$ cat src/rtl/cellram_pkg.sv
// Shared types and constants for the CellularRAM asynchronous-mode controller.
package cellram_pkg;

    localparam int unsigned ADDR_W        = 23;
    localparam int unsigned DATA_W        = 16;
    localparam int unsigned CNT_W         = 4;
    localparam int unsigned T_ACCESS_DEF  = 7;
    localparam int unsigned T_RECOVER_DEF = 1;

    typedef enum logic [2:0] {
        StIdle,
        StSetup,
        StAccess,
        StHold,
        StRecover
    } state_e;

endpackage

$ cat src/rtl/cellram_wait_counter.sv
// Loadable 4-bit down-counter with zero flag; sets the length of ACCESS and RECOVER.
module cellram_wait_counter
    import cellram_pkg::*;
(
    input  logic             clk,
    input  logic             reset,
    input  logic             load,
    input  logic [CNT_W-1:0] load_val,
    input  logic             dec,
    output logic             zero
);

    logic [CNT_W-1:0] cnt_q, cnt_d;

    always_comb begin
        cnt_d = cnt_q;
        if (load) begin
            cnt_d = load_val;
        end else if (dec && (cnt_q != '0)) begin
            cnt_d = cnt_q - 1'b1;
        end
    end

    always_ff @(posedge clk) begin
        if (reset) begin
            cnt_q <= '0;
        end else begin
            cnt_q <= cnt_d;
        end
    end

    assign zero = (cnt_q == '0);

endmodule

$ cat src/rtl/cellram_ctrl.sv
// Single-word asynchronous-mode CellularRAM controller with a valid/ready request port.
// Optional completed-access statistics counters: define CELLRAM_CTRL_STATS_EN.
module cellram_ctrl #(
    parameter int unsigned T_ACCESS  = cellram_pkg::T_ACCESS_DEF,
    parameter int unsigned T_RECOVER = cellram_pkg::T_RECOVER_DEF
) (
    input  logic        clk,
    input  logic        reset,
    input  logic        req_valid,
    output logic        req_ready,
    input  logic        req_we,
    input  logic [22:0] req_addr,
    input  logic [15:0] req_wdata,
    input  logic [1:0]  req_be,
    output logic        rsp_valid,
    output logic [15:0] rsp_rdata,
    output logic [22:0] ram_a,
    input  logic [15:0] ram_dq_i,
    output logic [15:0] ram_dq_o,
    output logic        ram_dq_oe,
    output logic        ram_ce_n,
    output logic        ram_oe_n,
    output logic        ram_we_n,
    output logic        ram_lb_n,
    output logic        ram_ub_n,
    output logic        ram_adv_n,
    output logic [31:0] stat_rd_count,
    output logic [31:0] stat_wr_count
);
    import cellram_pkg::*;

    state_e              state_q, state_d;
    logic                we_q, we_d;
    logic [ADDR_W-1:0]   addr_q, addr_d;
    logic [DATA_W-1:0]   wdata_q, wdata_d;
    logic [1:0]          be_q, be_d;
    logic [DATA_W-1:0]   rdata_q, rdata_d;
    logic                cnt_load, cnt_dec, cnt_zero;
    logic [CNT_W-1:0]    cnt_load_val;
    logic                busy, hold;

    cellram_wait_counter u_wait_counter (
        .clk      (clk),
        .reset    (reset),
        .load     (cnt_load),
        .load_val (cnt_load_val),
        .dec      (cnt_dec),
        .zero     (cnt_zero)
    );

    always_comb begin
        state_d      = state_q;
        we_d         = we_q;
        addr_d       = addr_q;
        wdata_d      = wdata_q;
        be_d         = be_q;
        rdata_d      = rdata_q;
        cnt_load     = 1'b0;
        cnt_load_val = '0;
        cnt_dec      = 1'b0;
        unique case (state_q)
            StIdle: begin
                if (req_valid) begin
                    we_d    = req_we;
                    addr_d  = req_addr;
                    wdata_d = req_wdata;
                    be_d    = req_be;
                    state_d = StSetup;
                end
            end
            StSetup: begin
                // Counter counts T_ACCESS-1 down to 0, giving T_ACCESS cycles in ACCESS.
                cnt_load     = 1'b1;
                cnt_load_val = CNT_W'(T_ACCESS - 1);
                state_d      = StAccess;
            end
            StAccess: begin
                if (cnt_zero) begin
                    if (!we_q) begin
                        rdata_d = ram_dq_i;
                    end
                    state_d = StHold;
                end else begin
                    cnt_dec = 1'b1;
                end
            end
            StHold: begin
                cnt_load     = 1'b1;
                cnt_load_val = CNT_W'(T_RECOVER - 1);
                state_d      = StRecover;
            end
            StRecover: begin
                if (cnt_zero) begin
                    state_d = StIdle;
                end else begin
                    cnt_dec = 1'b1;
                end
            end
            default: state_d = StIdle;
        endcase
    end

    always_ff @(posedge clk) begin
        if (reset) begin
            state_q <= StIdle;
            we_q    <= 1'b0;
            addr_q  <= '0;
            wdata_q <= '0;
            be_q    <= '0;
            rdata_q <= '0;
        end else begin
            state_q <= state_d;
            we_q    <= we_d;
            addr_q  <= addr_d;
            wdata_q <= wdata_d;
            be_q    <= be_d;
            rdata_q <= rdata_d;
        end
    end

    assign busy      = (state_q == StSetup) || (state_q == StAccess) || (state_q == StHold);
    assign hold      = (state_q == StHold);
    assign req_ready = (state_q == StIdle);
    assign rsp_valid = hold && !we_q;
    assign rsp_rdata = rdata_q;
    assign ram_a     = addr_q;
    assign ram_dq_o  = wdata_q;
    assign ram_dq_oe = busy && we_q;
    assign ram_ce_n  = !busy;
    assign ram_oe_n  = !((state_q == StAccess) && !we_q);
    assign ram_we_n  = !((state_q == StAccess) && we_q);
    assign ram_lb_n  = busy ? (we_q ? !be_q[0] : 1'b0) : 1'b1;
    assign ram_ub_n  = busy ? (we_q ? !be_q[1] : 1'b0) : 1'b1;
    assign ram_adv_n = 1'b0;

`ifdef CELLRAM_CTRL_STATS_EN
    logic [31:0] rd_cnt_q, rd_cnt_d, wr_cnt_q, wr_cnt_d;

    always_comb begin
        rd_cnt_d = rd_cnt_q;
        wr_cnt_d = wr_cnt_q;
        if (hold && !we_q) begin
            rd_cnt_d = rd_cnt_q + 32'd1;
        end
        if (hold && we_q) begin
            wr_cnt_d = wr_cnt_q + 32'd1;
        end
    end

    always_ff @(posedge clk) begin
        if (reset) begin
            rd_cnt_q <= '0;
            wr_cnt_q <= '0;
        end else begin
            rd_cnt_q <= rd_cnt_d;
            wr_cnt_q <= wr_cnt_d;
        end
    end

    assign stat_rd_count = rd_cnt_q;
    assign stat_wr_count = wr_cnt_q;
`else
    assign stat_rd_count = '0;
    assign stat_wr_count = '0;
`endif

endmodule

$ cat config.mk
export PLATFORM = sky130hd
export DESIGN_NAME = cellram_ctrl
export DESIGN_NICKNAME = d
export VERILOG_FILES = /design/src/rtl/cellram_pkg.sv /design/src/rtl/cellram_wait_counter.sv /design/src/rtl/cellram_ctrl.sv
export SDC_FILE = /design/constraint.sdc
export NUM_CORES = 1
export LEC_CHECK = 0
export ABC_AREA = 1
export CAP_MARGIN = 20
export CORE_ASPECT_RATIO = 2
export CORE_MARGIN = 1.5
export CORE_UTILIZATION = 40
export DETAILED_ROUTE_END_ITERATION = 8
export PLACE_DENSITY = 0.95
export SYNTH_ARGS = -nofsm -noshare
export SYNTH_HDL_FRONTEND = slang
export SYNTH_SLANG_ARGS = --single-unit
export TNS_END_PERCENT = 50
$ cat constraint.sdc
create_clock -name clk -period 3.8 [get_ports clk]
set_input_delay 0.57 -clock clk [delete_from_list [all_inputs] [get_ports clk]]
set_output_delay 0.57 -clock clk [all_outputs]
set_load 0.005 [all_outputs]
==> metrics <==
Avg Inst Size Synth 7.75 um^2; Seq pwr share 35.9%; drt drc 0; crit path launch state_q[2]; crit-path cells nor2_2, nand2_1, inv_4, clkdlybuf4s50_1; fmax 400 MHz; area share of the largest cell type after synthesis 42.7%; area grow syn2layout 42.6%; Top Ports 189; FF-to-FF End we_q; most frequent cells after synthesis buf_4 (65), dfxtp_1 (65), nand2_1 (59), nand3_1 (47), a21oi_1 (46); hold buffers post-CTS 0; # fillers 644; total of max-cap violations 0; HP Class flop to flop; Switching Fraction 25.9%; classification of the worst setup path flop to output pin; die height 126 um; simple logic cell fraction of the synthesized area 22.1%; CTS sink cnt 65; Logic pwr share 19.7%; Clk pin slew, worst setup/hold paths 60 ps; post-synth top area cell dfxtp_1; mux cell area share after synthesis 0%; register area share after synthesis 42.7%; antenna violations before repair 0; final setup vio count 0; GRT Total Usage 19.0%; Reg-to-Reg Start state_q[2]; switching power 0.000559 W; count of flip-flops with a built-in enable after synthesis 0; diode count 0; CP peak stage delay 610 ps; H-Tree Depth 3; Die W 64.7 um; post-CTS resize count 0; final hold violations 0; kind of end point of the critical path output pin; YS warnings 0; first-pass GRT wire length 12,400 um; compound-gate portion of the synthesized area 11.4%; clock buffer depth 2; kind of cell adding the most delay to the critical path buffers and inverters; Synth Flop Type dfxtp_1; gpl congestion 0.819; Worst path depth 4; postcts setup bufs 0; TritonCTS clock tree yes; clk root buf clkbuf_16; DRT iter0 DRCs 131; CP Launch Type flop; total congestion overflow 0; full die area 8180 um^2; maximum fanout along the worst path 43; fraction of layout cells with a size suffix above 1 5.48%; headroom to the max-slew limit 42.9%; Clk pwr share 44.4%; Via Count 2,816; Buf/Inv on CP 2; required time worst endpoint 3230 ps; wire length per cell 12.7 um; main area contributors after synthesis dfxtp_1 (43%), buf_4 (16%), nand3_1 (7.7%), a21oi_1 (7.6%), nand2_1 (7.3%); worst clock skew 6.58 ps; Final Max Tran Viols 0; Netlist Area Pre-Place 3050 um^2; largest family of logic cells by synthesized area buffers and inverters; worst skew pair latency 320 ps; Pint 0.00160 W; row count 44; via-per-instance ratio 4.67; post-synthesis adder-cell area fraction 0.411%; Final HPWL DP 5600 um; number of global-route vias before repair 2,746; VDD IR max 0.307 mV; FF+latch count, synth 65; async set or reset register ratio after synthesis 0%; setup TNS 0 ps; CP Capture Point req_ready; Synth Area in XOR/XNOR 0%; Slew @ Worst Pin 854 ps; critical path's slowest cell clkdlybuf4s50_1; power per cell area 498 nW/um^2; Post-Syn Instances 393; Detailed Route WL 7630 um; Reg2Reg Depth 6; leakage 1.76 nW; Final nets 568; fin crit share 65.7%; DRT antenna net count 0; core area 7320 um^2; CTS buffer count 9; Worst R2R Setup Slack 1940 ps; Initial Util 41.6%; IO Port Bufs 123; Tmin final 2500 ps; Critical Path AT 1930 ps; largest net degree at the start of global routing 49; status complete, no violations; Power Total 0.00216 W; RSZ-0062 raised after global routing no; Yosys cell types 24; Pre-antenna DRT Iters 4
[power groups by stage]
stage	Clock (W)	Sequential (W)	Combinational, W
finish	0.000961	0.000776	0.000426
global route	0.00101	0.000782	0.000477
CTS	0.000981	0.000776	0.000427
detailed placement	0	0.000791	0.000424
global placement	0	0.000788	0.000410
floorplan	0	0.000791	0.000277
[how the worst min path moves through the flow]
stage	from	to	slack [ps]	cells past startpoint
finish	ram_a[14]	ram_a[14]	460	2
global route	ram_a[5]	ram_a[5]	470	2
CTS	ram_a[14]	ram_a[14]	460	2
detailed placement	ram_a[10]	ram_a[10]	450	2
global placement	be_q[0]	be_q[0]	450	2
floorplan	be_q[1]	be_q[1]	440	2
[layout make-up]
class,count,area [um^2],share of cell area [%]
multi-input combinational,290,1280,29.4
clock inverter,7,126,2.91
tap,92,115,2.65
inverter,16,65.1,1.50
sequential,65,1300,30.0
timing repair buffer,124,1230,28.4
clock buffer,9,225,5.18
[flip-flops by register name, indices dropped and copies added (netlist names)]
signal / flops
u_wait_counter.cnt_q: 4
ram_dq_o: 16
state_q: 3
be_q: 2
we_q: 1
ram_a: 23
rsp_rdata: 16
[per-stage QoR]
step           hold WS [ps]  cell area (um^2)  cells  util (%)  worst slack, ps
6_report                461              4340    603      59.3             1300
3_3_place_gp            448              3990    587      54.5             1310
2_1_floorplan           436              3290    457         -             2360
5_1_grt                 474              4340    603      59.3             1170
4_1_cts                 463              4340    603      59.3             1300
3_5_place_dp            454              3990    587      54.5             1240
[kinds of logic (layout without fill, tap and decap cells)]
family,Yosys count,after routing
buf+inv,102,156
other cells,1,65
flops,65,65
fa+ha+maj,1,1
simple gates,155,155
compound gates,69,69
[cell usage in the layout (no fill, tap or decap)]
| master | synthesis | routed |
|---|---|---|
| inv_4 | 2 | 2 |
| nand4_1 | 1 | 1 |
| o21ai_0 | 14 | 14 |
| dfxtp_1 | 65 | 65 |
| ha_1 | 1 | 1 |
| a21oi_1 | 46 | 46 |
| nand3_2 | 1 | 1 |
| conb_1 | 1 | 65 |
| inv_2 | 2 | 2 |
| clkbuf_16 | 0 | 9 |
| bufinv_16 | 0 | 3 |
| nor2_2 | 2 | 2 |
| nand2_1 | 59 | 59 |
| nor2_1 | 41 | 41 |
| nand3_1 | 47 | 47 |
| buf_4 | 65 | 1 |
| inv_8 | 0 | 1 |
| inv_1 | 12 | 12 |
| nand2_4 | 2 | 2 |
| nor3_1 | 1 | 1 |
| inv_6 | 0 | 1 |
| clkinvlp_4 | 0 | 1 |
| clkdlybuf4s50_1 | 0 | 122 |
| o211ai_1 | 1 | 1 |
| clkinv_4 | 0 | 1 |
| buf_2 | 1 | 1 |
| nand2_2 | 1 | 1 |
| o21ai_1 | 8 | 8 |
[worst min-delay path: stages (launching register included)]
cell and delay, ps:
dfxtp_1 300, nand2_1 60, a21oi_1 50
[layer usage]
layer / vias up / GRT usage, % / wire (um)
li1: 1369 / - / -
met1: 1270 / 18.2 / 2650
met2: 157 / 35.0 / 4180
met3: 20 / 5.05 / 520
met4: 0 / 11.5 / 277
met5: - / 0 / 0
Note: power is estimated with default switching activity, not from simulation.
